### src/rtl/backward_counter.sv
// backward_counter: multi-sweep TOP..0 down-counter with stall back-pressure and a one-cycle done pulse
module backward_counter #(
  parameter int WIDTH = 4,
  parameter int TOP = 12
) (
  input  logic             clk,
  input  logic             reset,
  input  logic             start,
  input  logic [7:0]       epochs,
  input  logic             stall,
  output logic [WIDTH-1:0] out,
  output logic             valid,
  output logic             first,
  output logic             last,
  output logic [7:0]       sweeps,
  output logic             busy,
  output logic             done
);
  typedef enum logic [1:0] {IDLE, RUN, FIN} state_t;
  state_t state, state_n;
  logic [WIDTH-1:0] out_n;
  logic [7:0] sweeps_n;
  logic valid_n, done_n;
  always_comb begin
    state_n = state;
    out_n = out;
    sweeps_n = sweeps;
    if (state == IDLE && start && epochs != 8'd0) begin
      state_n = RUN;
      out_n = WIDTH'(TOP);
      sweeps_n = epochs;
    end else if (state == RUN && !stall) begin
      if (out != '0) out_n = out - 1'b1;
      else if (sweeps > 8'd1) begin
        out_n = WIDTH'(TOP);
        sweeps_n = sweeps - 8'd1;
      end else begin
        state_n = FIN;
        out_n = '0;
        sweeps_n = 8'd0;
      end
    end else if (state == FIN) state_n = IDLE;
    valid_n = state_n == RUN;
    done_n = state_n == FIN;
  end
  always_ff @(posedge clk) begin
    if (reset) begin
      state <= IDLE;
      out <= '0;
      sweeps <= 8'd0;
      valid <= 1'b0;
      busy <= 1'b0;
      done <= 1'b0;
    end else begin
      state <= state_n;
      out <= out_n;
      sweeps <= sweeps_n;
      valid <= valid_n;
      busy <= valid_n;
      done <= done_n;
    end
  end
  assign first = valid && out == WIDTH'(TOP);
  assign last = valid && out == '0;
endmodule

### config.mk
export PLATFORM = sky130hd
export DESIGN_NAME = backward_counter
export DESIGN_NICKNAME = d
export VERILOG_FILES = /design/src/rtl/backward_counter.sv
export SDC_FILE = /design/constraint.sdc
export NUM_CORES = 1
export LEC_CHECK = 0
export CAP_MARGIN = 20
export CORE_ASPECT_RATIO = 0.9
export CORE_MARGIN = 2
export CORE_UTILIZATION = 50
export CTS_BUF_LIST = sky130_fd_sc_hd__clkbuf_16
export DETAILED_ROUTE_END_ITERATION = 6
export PLACE_DENSITY = 0.84
export SLEW_MARGIN = 20
export SYNTH_ARGS = -nofsm -noshare
export SYNTH_HDL_FRONTEND = slang
export SYNTH_SLANG_ARGS = --single-unit
### constraint.sdc
create_clock -name clk -period 3.95 [get_ports clk]
set_clock_uncertainty 0.2 [all_clocks]
set_input_delay 0.395 -clock clk [delete_from_list [all_inputs] [get_ports clk]]
set_output_delay 0.395 -clock clk [all_outputs]
set_load 0.05 [all_outputs]
-- Word-level counts from Yosys, hierarchy flattened
Index checks and enable logic that the tools add are counted.
- register bits: 16
- output and inout bits: 17
- logic and storage cells: 41
- add/subtract/negate cells: 2
- magnitude comparators: 1
- eq/ne operators: 6
- mux-type cells: 13
- reductions and logical operators: 13
- operators by type and width (operator ; count):
    $mux 8 ; 4
    $mux 4 ; 4
    $mux 2 ; 5
    $gt 8x1->1 const B ; 1
    $reduce_bool 8->1 ; 1
    $sub 8x1->8 const B ; 1
    $logic_and 1x1->1 ; 5
    $eq 2x1->1 const B ; 2
    $eq 2x2->1 const B ; 2
    $eq 4x4->1 const B ; 1
    $logic_not 4->1 ; 1
    $reduce_bool 4->1 ; 1
    $sub 4x1->4 const B ; 1
    $logic_not 2->1 ; 1
    $ne 2x2->1 const B ; 1
    $reduce_and 2->1 ; 1
    $reduce_bool 2->1 ; 1
    $reduce_or 2->1 ; 1
    $logic_not 1->1 ; 1

-- Logic depth before layout (Yosys ltp)
Gate-level depths: netlist (run 1).
- depth after elaboration: 6
- depth in mapped cells: 6
- gate-level depth less buffers: 6

-- Worst setup path before layout (run 1)
OpenSTA, ideal clock, no wires.
- path type: register -> register
- start point: reg sweeps[0]
- end point: reg busy
- library setup time: 70 ps
- arrival: 1857 ps
- slack: 1822 ps
- stages on the path, launching flop included: 7
- buffers on the path: 0
- cell sequence: dfxtp_1 > inv_1 > ha_1 > or2_2 > a41oi_4 > nor2_1 > a21oi_1
- longest elaborated chain between the ends: 6
- RTL lines (item ; RTL line ; source):
    start: declaration ; 15 ; output logic [7:0] sweeps,
    start signal: assignment ; 57 ; sweeps <= sweeps_n;
    $gt 8x1->1 ; 34 ; else if (sweeps > 8'd1) begin
    $mux 2 ; 34 ;
    $mux 2 ; 33 ; if (out != '0) out_n = out - 1'b1;
    $mux 2 ; 32 ; end else if (state == RUN && !stall) begin
    $mux 2 ; 28 ; if (state == IDLE && start && epochs != 8'd0) begin
    $eq 2x1->1 ; 43 ; valid_n = state_n == RUN;
    end signal: assignment ; 59 ; busy <= valid_n;
    end: declaration ; 16 ; output logic busy,
Every way passes these cells.
A chain may end at the register's enable or synchronous reset.

-- Final worst setup path (run 1)
- start point: reg out[3]
- end point: out last
- longest elaborated chain between the ends: 2
- RTL lines (item ; RTL line ; source):
    start: declaration ; 11 ; output logic [WIDTH-1:0] out,
    start signal: assignment ; 56 ; out <= out_n;
    $logic_not 4->1 ; 64 ; assign last = valid && out == '0;
    $logic_and 1x1->1 ; 64 ;
    end: declaration ; 14 ; output logic last,
Every way passes these cells.

==> results of run 1 <==
## worst max-delay path, delay by kind of cell, from the launching register on
family        cells  cell delay (ns)
simple gates      2             0.65
flops             1             0.35
buf+inv           1             0.79
## worst min-delay path by stage
stage                   start   endpoint  slack (ns)  depth (start not counted)
floorplan            state[0]   state[0]        0.30                          2
global placement    sweeps[1]  sweeps[1]        0.32                          2
detailed placement  sweeps[1]  sweeps[1]        0.36                          2
CTS                  state[0]   state[0]        0.36                          2
global route        sweeps[1]  sweeps[1]        0.40                          2
finish              sweeps[1]  sweeps[1]        0.36                          2
## state kept, by name, summed over array words and instances (netlist names)
register,cells
busy,1
done,1
out,4
state,2
sweeps,8
## layout by cell type (no fill, tap or decap), types with 2 or more instances in the layout
cell,netlist,final
nand2_1,6,6
clkbuf_16,0,3
or4_4,2,2
and2_1,3,3
nor3_2,2,2
nor4_2,3,3
inv_1,4,4
clkdlybuf4s50_1,0,28
o21ai_0,5,5
a31oi_1,5,5
nand3_1,6,6
o211ai_1,4,4
nand3b_1,2,2
nor3_1,2,2
nor4_1,2,2
ha_1,2,2
a21boi_0,2,2
a32oi_1,6,6
dfxtp_1,16,16
a21oi_1,10,10
nor2_1,6,6
## cell families (layout without fill, tap and decap cells)
family | after synthesis | count (layout) | share of synthesized area, %
AO/OA/AOI/OAI | 37 | 37 | 28.1
XOR/XNOR | 1 | 1 | 0.882
adder cells (fa/ha/maj) | 2 | 2 | 2.52
buffers and inverters | 8 | 36 | 3.78
flip-flops | 16 | 16 | 32.2
AND/OR/NAND/NOR | 44 | 44 | 32.5
## final cells by class
class / instances / area (µm²)
multi-input combinational: 84 / 636
fill: 152 / 534
sequential: 16 / 320
timing repair buffer: 28 / 280
clock buffer: 3 / 75.1
tap: 25 / 31.3
inverter: 4 / 15.0
clock inverter: 1 / 3.75
## metrics by stage
stage	power (W)	std cells	hold WS [ns]	worst slack [ns]	utilization (%)
floorplan	0.000360	108	0.303	1.82	-
global placement	0.000422	157	0.321	1.58	67.7
detailed placement	0.000425	157	0.356	1.57	67.7
CTS	0.000623	161	0.364	1.30	71.8
global route	0.000647	161	0.396	1.22	71.8
finish	0.000622	161	0.361	1.31	71.8
## routing by layer
metal | vias to the layer above | share of wire [%]
li1 | 490 | -
met1 | 472 | 44
met2 | 42 | 49
met3 | 6 | 5.7
met4 | 0 | 1.3
met5 | - | 0
## power groups by stage
| stage | sequential (W) | combinational [W] | clock [W] |
|---|---|---|---|
| after floorplan | 0.000245 | 0.000115 | 0 |
| after global placement | 0.000203 | 0.000219 | 0 |
| after detailed placement | 0.000204 | 0.000220 | 0 |
| after CTS | 0.000202 | 0.000224 | 0.000198 |
| after global routing | 0.000205 | 0.000240 | 0.000202 |
| final | 0.000202 | 0.000225 | 0.000195 |
==> results by group, run 1 <==
Run status
  • Outcome: complete, no violations

Clocking
  • Clock Tree Root: clkbuf_16
  • CTS Hold Bufs: 0
  • Clock-pin slew on the worst setup and hold paths: 0.05 ns
  • Clock Sinks: 16
  • Post_cts resized: 0
  • CTS buffer count: 3
  • Worst-skew pair later-pin latency: 0.25 ns
  • Buffer depth of the longest clock path: 2
  • Post-CTS setup buffers: 0
  • Htree depth: 1
  • CTS tree: done

Floorplan
  • # IOs: 29
  • Total Die Area: 2360 µm²
  • Die Wd: 51.0 µm
  • Die height: 46.3 µm
  • Num rows: 15
  • Core area: 1900 µm²
  • Initial Util: 52.4%

Detailed routing
  • First DRT Iteration DRCs: 50
  • Final WL: 2.58 mm
  • TritonRoute pass-1 iters: 5
  • Via count: 1010
  • Post-route ant nets: 0
  • Post-DR vias/cell: 6.27
  • Routed WL per cell: 16.0 µm
  • DRC Markers: 0

Setup path
  • Arrival time worst endpoint: 2.04 ns
  • Reg2reg start: sweeps[0]
  • Crit end category: output port
  • Critical Path, Cell by Cell: nor4_4 -> and2_1 -> clkdlybuf4s50_1
  • Data required time of the worst path: 3.36 ns
  • CP Max Fanout: 6
  • CP max-delay cell: clkdlybuf4s50_1
  • R2r endpoint: sweeps[3]
  • Critical path endpoint: last
  • Reg2Reg Depth: 6
  • Startpoint Class: register
  • CP Class: register to output port
  • FF-to-FF setup slack: 1.87 ns
  • Max incr delay on CP: 0.79 ns
  • CP Launch Point: out[3]

Logic synthesis
  • #FFs+latches synth: 16
  • Post-synth top area share: 32.2%
  • Synth cell types: 38
  • Most common cell in the netlist: dfxtp_1
  • Sequential element share of the synthesized area: 32.2%
  • Synth area leaders: dfxtp_1 (32%), a32oi_1 (5.3%), a21oi_1 (5.0%), nor4_2 (3.8%), a31oi_1 (3.1%)
  • Post-Syn Nets: 122
  • Post-synth top cells: dfxtp_1 (16), a21oi_1 (10)
  • EDFF count, synth: 0
  • Synth async-reset ratio: 0%
  • Yosys top cell by area: dfxtp_1
  • Yosys warning total: 0
  • Avg Cell Area, Syn: 9.20 µm²
  • Most common flop cell mapped by yosys: dfxtp_1
  • Syn Inst Count: 108
  • Mapped cell area: 993 µm²

GRT
  • Met2 GRT Util: 38.7%
  • First-pass GRT wire length: 4.10 mm
  • Congestion Overflow GR: 0
  • Gr busiest metal: met2
  • Initial antenna violation count: 0
  • Tot GR Track Use: 23.7%
  • Pin count of the biggest net entering global routing: 17
  • Vias in the first global route: 916
  • GR Util met1: 30.4%
  • Met3 Track Usage GR: 6.17%

Hold path
  • Hold Crit Class: register to register

Flow run
  • Max Cap Violations: 0

STA
  • Least-Margin Pin Slew: 0.706 ns
  • Minimum clock period: 2.64 ns
  • RSZ-0062 raised after global routing: no
  • Hold Fails Final Rpt: 0
  • Pins Over Slew Limit: 0
  • Final period utilization: 66.7%
  • Slew HR: 52.8%
  • Setup TNS: 0 ns
  • Setup violations, final: 0
  • Fmax: 379 MHz

Pwr
  • Clock share of power: 31.3%
  • Reg power frac: 32.5%
  • Power Density: 457 nW/µm²
  • Switching share of power: 36.6%
  • Combinational fraction of design power: 36.2%
  • Lkg Pwr: 0.438 nW
  • P_int: 0.000395 W
  • Peak supply drop: 0.315 mV
  • Psw: 0.000228 W

Layout
  • Final net count: 151
  • Synthesis-to-layout area growth: 37.0%
  • Final instance area: 1360 µm²
  • Ant. Diodes: 0
  • Share of layout cells above drive strength 1: 13.2%

Placed design
  • IO Port Bufs: 28
  • Placed instance area: 1280 µm²
  • Placer Congestion: 0.892
  • Hpwl dp: 1.77 mm
(Power assumes the default switching activity.)
==> run 2: changes to the inputs <==
--- a/config.mk
+++ b/config.mk
@@ -8,10 +8,10 @@
 export CAP_MARGIN = 20
 export CORE_ASPECT_RATIO = 0.9
 export CORE_MARGIN = 2
-export CORE_UTILIZATION = 50
+export CORE_UTILIZATION = 42
 export CTS_BUF_LIST = sky130_fd_sc_hd__clkbuf_16
 export DETAILED_ROUTE_END_ITERATION = 6
-export PLACE_DENSITY = 0.84
+export PLACE_DENSITY = 0.75
 export SLEW_MARGIN = 20
 export SYNTH_ARGS = -nofsm -noshare
 export SYNTH_HDL_FRONTEND = slang
==> constraint.sdc (replaced) <==
create_clock -name clk -period 2.18 [get_ports clk]
set_clock_uncertainty 0.2 [all_clocks]
set_input_delay 0.218 -clock clk [delete_from_list [all_inputs] [get_ports clk]]
set_output_delay 0.218 -clock clk [all_outputs]
set_load 0.05 [all_outputs]
==> run 2 against run 1 <==
First-iteration DRC count decreased by 22%. Highest routed layer unchanged. Routed wire length increased by 3.6%. Largest cell class unchanged. Sequential power increased by 81%. Worst setup slack got worse by 1.2 ns. Die area increased by 17%. Final cell count increased by 3.7%. Design area increased by 3.2%. Utilization decreased by 8.0 points.
==> results by group, run 2 (synthesis gave the netlist of run 1 again) <==
Detailed routing
  • Post-DR vias/cell: 6.05 (was 6.27)
  • Post-route ant nets: 0 (unchanged)
  • Routed WL per cell: 16.0 µm (about the same)
  • Final WL: 2.67 mm (was 2.58 mm)
  • Via count: 1010 (unchanged)
  • DRC Markers: 0 (unchanged)
  • TritonRoute pass-1 iters: 6 (was 5)
  • First DRT Iteration DRCs: 39 (was 50)

Clocking
  • Clock Tree Root: clkbuf_16 (unchanged)
  • Worst-skew pair later-pin latency: 0.24 ns (was 0.25 ns)
  • Post-CTS setup buffers: 0 (unchanged)
  • Clock-pin slew on the worst setup and hold paths: 0.05 ns (about the same)
  • Post_cts resized: 0 (unchanged)
  • Htree depth: 1 (unchanged)
  • Buffer depth of the longest clock path: 2 (unchanged)
  • Clock Sinks: 16 (unchanged)
  • CTS tree: done (unchanged)
  • CTS buffer count: 3 (unchanged)
  • CTS Hold Bufs: 0 (unchanged)

Placed design
  • Hpwl dp: 1.95 mm (was 1.77 mm)
  • IO Port Bufs: 28 (unchanged)
  • Placed instance area: 1330 µm² (was 1280 µm²)
  • Placer Congestion: 0.834 (was 0.892)
  • Pre-CTS WS: 0.0689 ns (was 1.57 ns)

Setup path
  • CP Max Fanout: 7 (was 6)
  • FF-to-FF setup slack: 0.12 ns (was 1.87 ns)
  • CP Launch Point: sweeps[0] (was out[3])
  • CP Class: register to register (was register to output port)
  • Arrival time worst endpoint: 2.01 ns (was 2.04 ns)
  • Critical path endpoint: sweeps[3] (was last)
  • Reg2reg start: sweeps[0] (unchanged)
  • R2r endpoint: sweeps[3] (unchanged)
  • Startpoint Class: register (unchanged)
  • Reg2Reg Depth: 6 (unchanged)
  • Crit end category: register (was output port)
  • Data required time of the worst path: 2.14 ns (was 3.36 ns)

Layout
  • Max reg flops: 8 (unchanged)
  • Largest regs: sweeps x8, out x4, state x2 (unchanged)
  • Largest reg by FF count: sweeps (unchanged)
  • Synthesis-to-layout area growth: 41.4% (was 37.0%)
  • Final instance area: 1410 µm² (was 1360 µm²)
  • Commonest non-fill, non-tap cell in the layout: clkdlybuf4s50_1 (unchanged)
  • Fillers: 193 (was 152)
  • Reg area: 320 µm² (unchanged)
  • Final net count: 156 (was 151)
  • Ant. Diodes: 0 (unchanged)
  • Most frequent cells in the layout: clkdlybuf4s50_1 (26), dfxtp_1 (16), a21oi_1 (10) (was clkdlybuf4s50_1 (28), dfxtp_1 (16), a21oi_1 (10))
  • Share of layout cells above drive strength 1: 17.9% (was 13.2%)
  • Fin util: 63.8% (was 71.8%)
  • Area occupied by multi-input gates: 636 µm² (unchanged)

STA
  • Worst setup margin: 0.123 ns (was 1.31 ns)
  • Hold Fails Final Rpt: 0 (unchanged)
  • Setup violations, final: 0 (unchanged)
  • Slew HR: 56.8% (was 52.8%)
  • Minimum clock period: 2.06 ns
  • Pins Over Slew Limit: 0 (unchanged)
  • Fmax: 486 MHz
  • Least-Margin Pin Slew: 0.646 ns (was 0.706 ns)
  • Setup TNS: 0 ns (unchanged)
  • Final period utilization: 94.4%
  • RSZ-0062 raised after global routing: no (unchanged)

Floorplan
  • Die height: 50.1 µm (was 46.3 µm)
  • Die Wd: 55.3 µm (was 51.0 µm)
  • Total Die Area: 2770 µm² (was 2360 µm²)
  • # IOs: 29 (unchanged)
  • Core area: 2200 µm² (was 1900 µm²)
  • Num rows: 16 (was 15)
  • Initial Util: 45.1% (was 52.4%)

Pwr
  • Lkg Pwr: 0.469 nW (was 0.438 nW)
  • Peak supply drop: 0.629 mV (was 0.315 mV)
  • Power Density: 815 nW/µm² (was 457 nW/µm²)

GRT
  • Vias in the first global route: 950 (was 916)
  • Pin count of the biggest net entering global routing: 17 (unchanged)
  • First-pass GRT wire length: 4.43 mm (was 4.10 mm)
  • Congestion Overflow GR: 0 (unchanged)
  • Tot GR Track Use: 19.9% (was 23.7%)
  • Initial antenna violation count: 0 (unchanged)

Hold path
  • Hold Crit Class: register to register (unchanged)

Flow run
  • Max Cap Violations: 0 (unchanged)

Run status
  • Outcome: complete, no violations (unchanged)
[run 2: cell count changes in the layout (fill, tap and decap cells not counted)]
cell / previous run / this run
clkinv_1: 1 / 0
buf_12: 0 / 1
clkdlybuf4s50_1: 28 / 26
buf_4: 0 / 6
[run 2: power by group]
part	switching [W]	internal, W	leakage [nW]	total, W
Combinational	0.000261	0.000168	0.301	0.000429
Sequential	0.0000454	0.000321	0.132	0.000366
Clock	0.000109	0.000240	0.0370	0.000349
[run 2: critical path, cell delays in order, from the launching register on]
cell	delay, ns
dfxtp_1	0.45
inv_1	0.09
ha_1	0.31
or2_2	0.40
nand3_1	0.20
a32oi_1	0.14
a21oi_1	0.18
[run 2: per-layer routing]
metal	wire length, µm	GRT usage (%)
met5	0	0
met4	25	3.66
met3	192	5.15
met2	1290	33.9
met1	1160	25.8
[run 2: cell type report]
class / instances / share of cell area [%]
clock buffer: 3 / 5.34
inverter: 4 / 1.07
multi-input combinational: 84 / 45.2
sequential: 16 / 22.8
tap: 27 / 2.40
timing repair buffer: 33 / 23.2
[run 2: how the worst min path moves through the flow]
stage	end	startpoint	cells after the start
finish	sweeps[1]	sweeps[1]	2
global route	state[0]	state[0]	2
CTS	sweeps[1]	sweeps[1]	2
detailed placement	sweeps[1]	sweeps[1]	2
global placement	state[0]	state[0]	2
floorplan	sweeps[0]	epochs[0]	2
[run 2: stage by stage]
stage | power [W] | hold WS, ns | std cells
2_1_floorplan | 0.000653 | 0.168 | 108
6_report | 0.00114 | 0.346 | 167
4_1_cts | 0.00115 | 0.350 | 167
3_3_place_gp | 0.000787 | 0.328 | 164
5_1_grt | 0.00120 | 0.373 | 167
3_5_place_dp | 0.000793 | 0.344 | 164
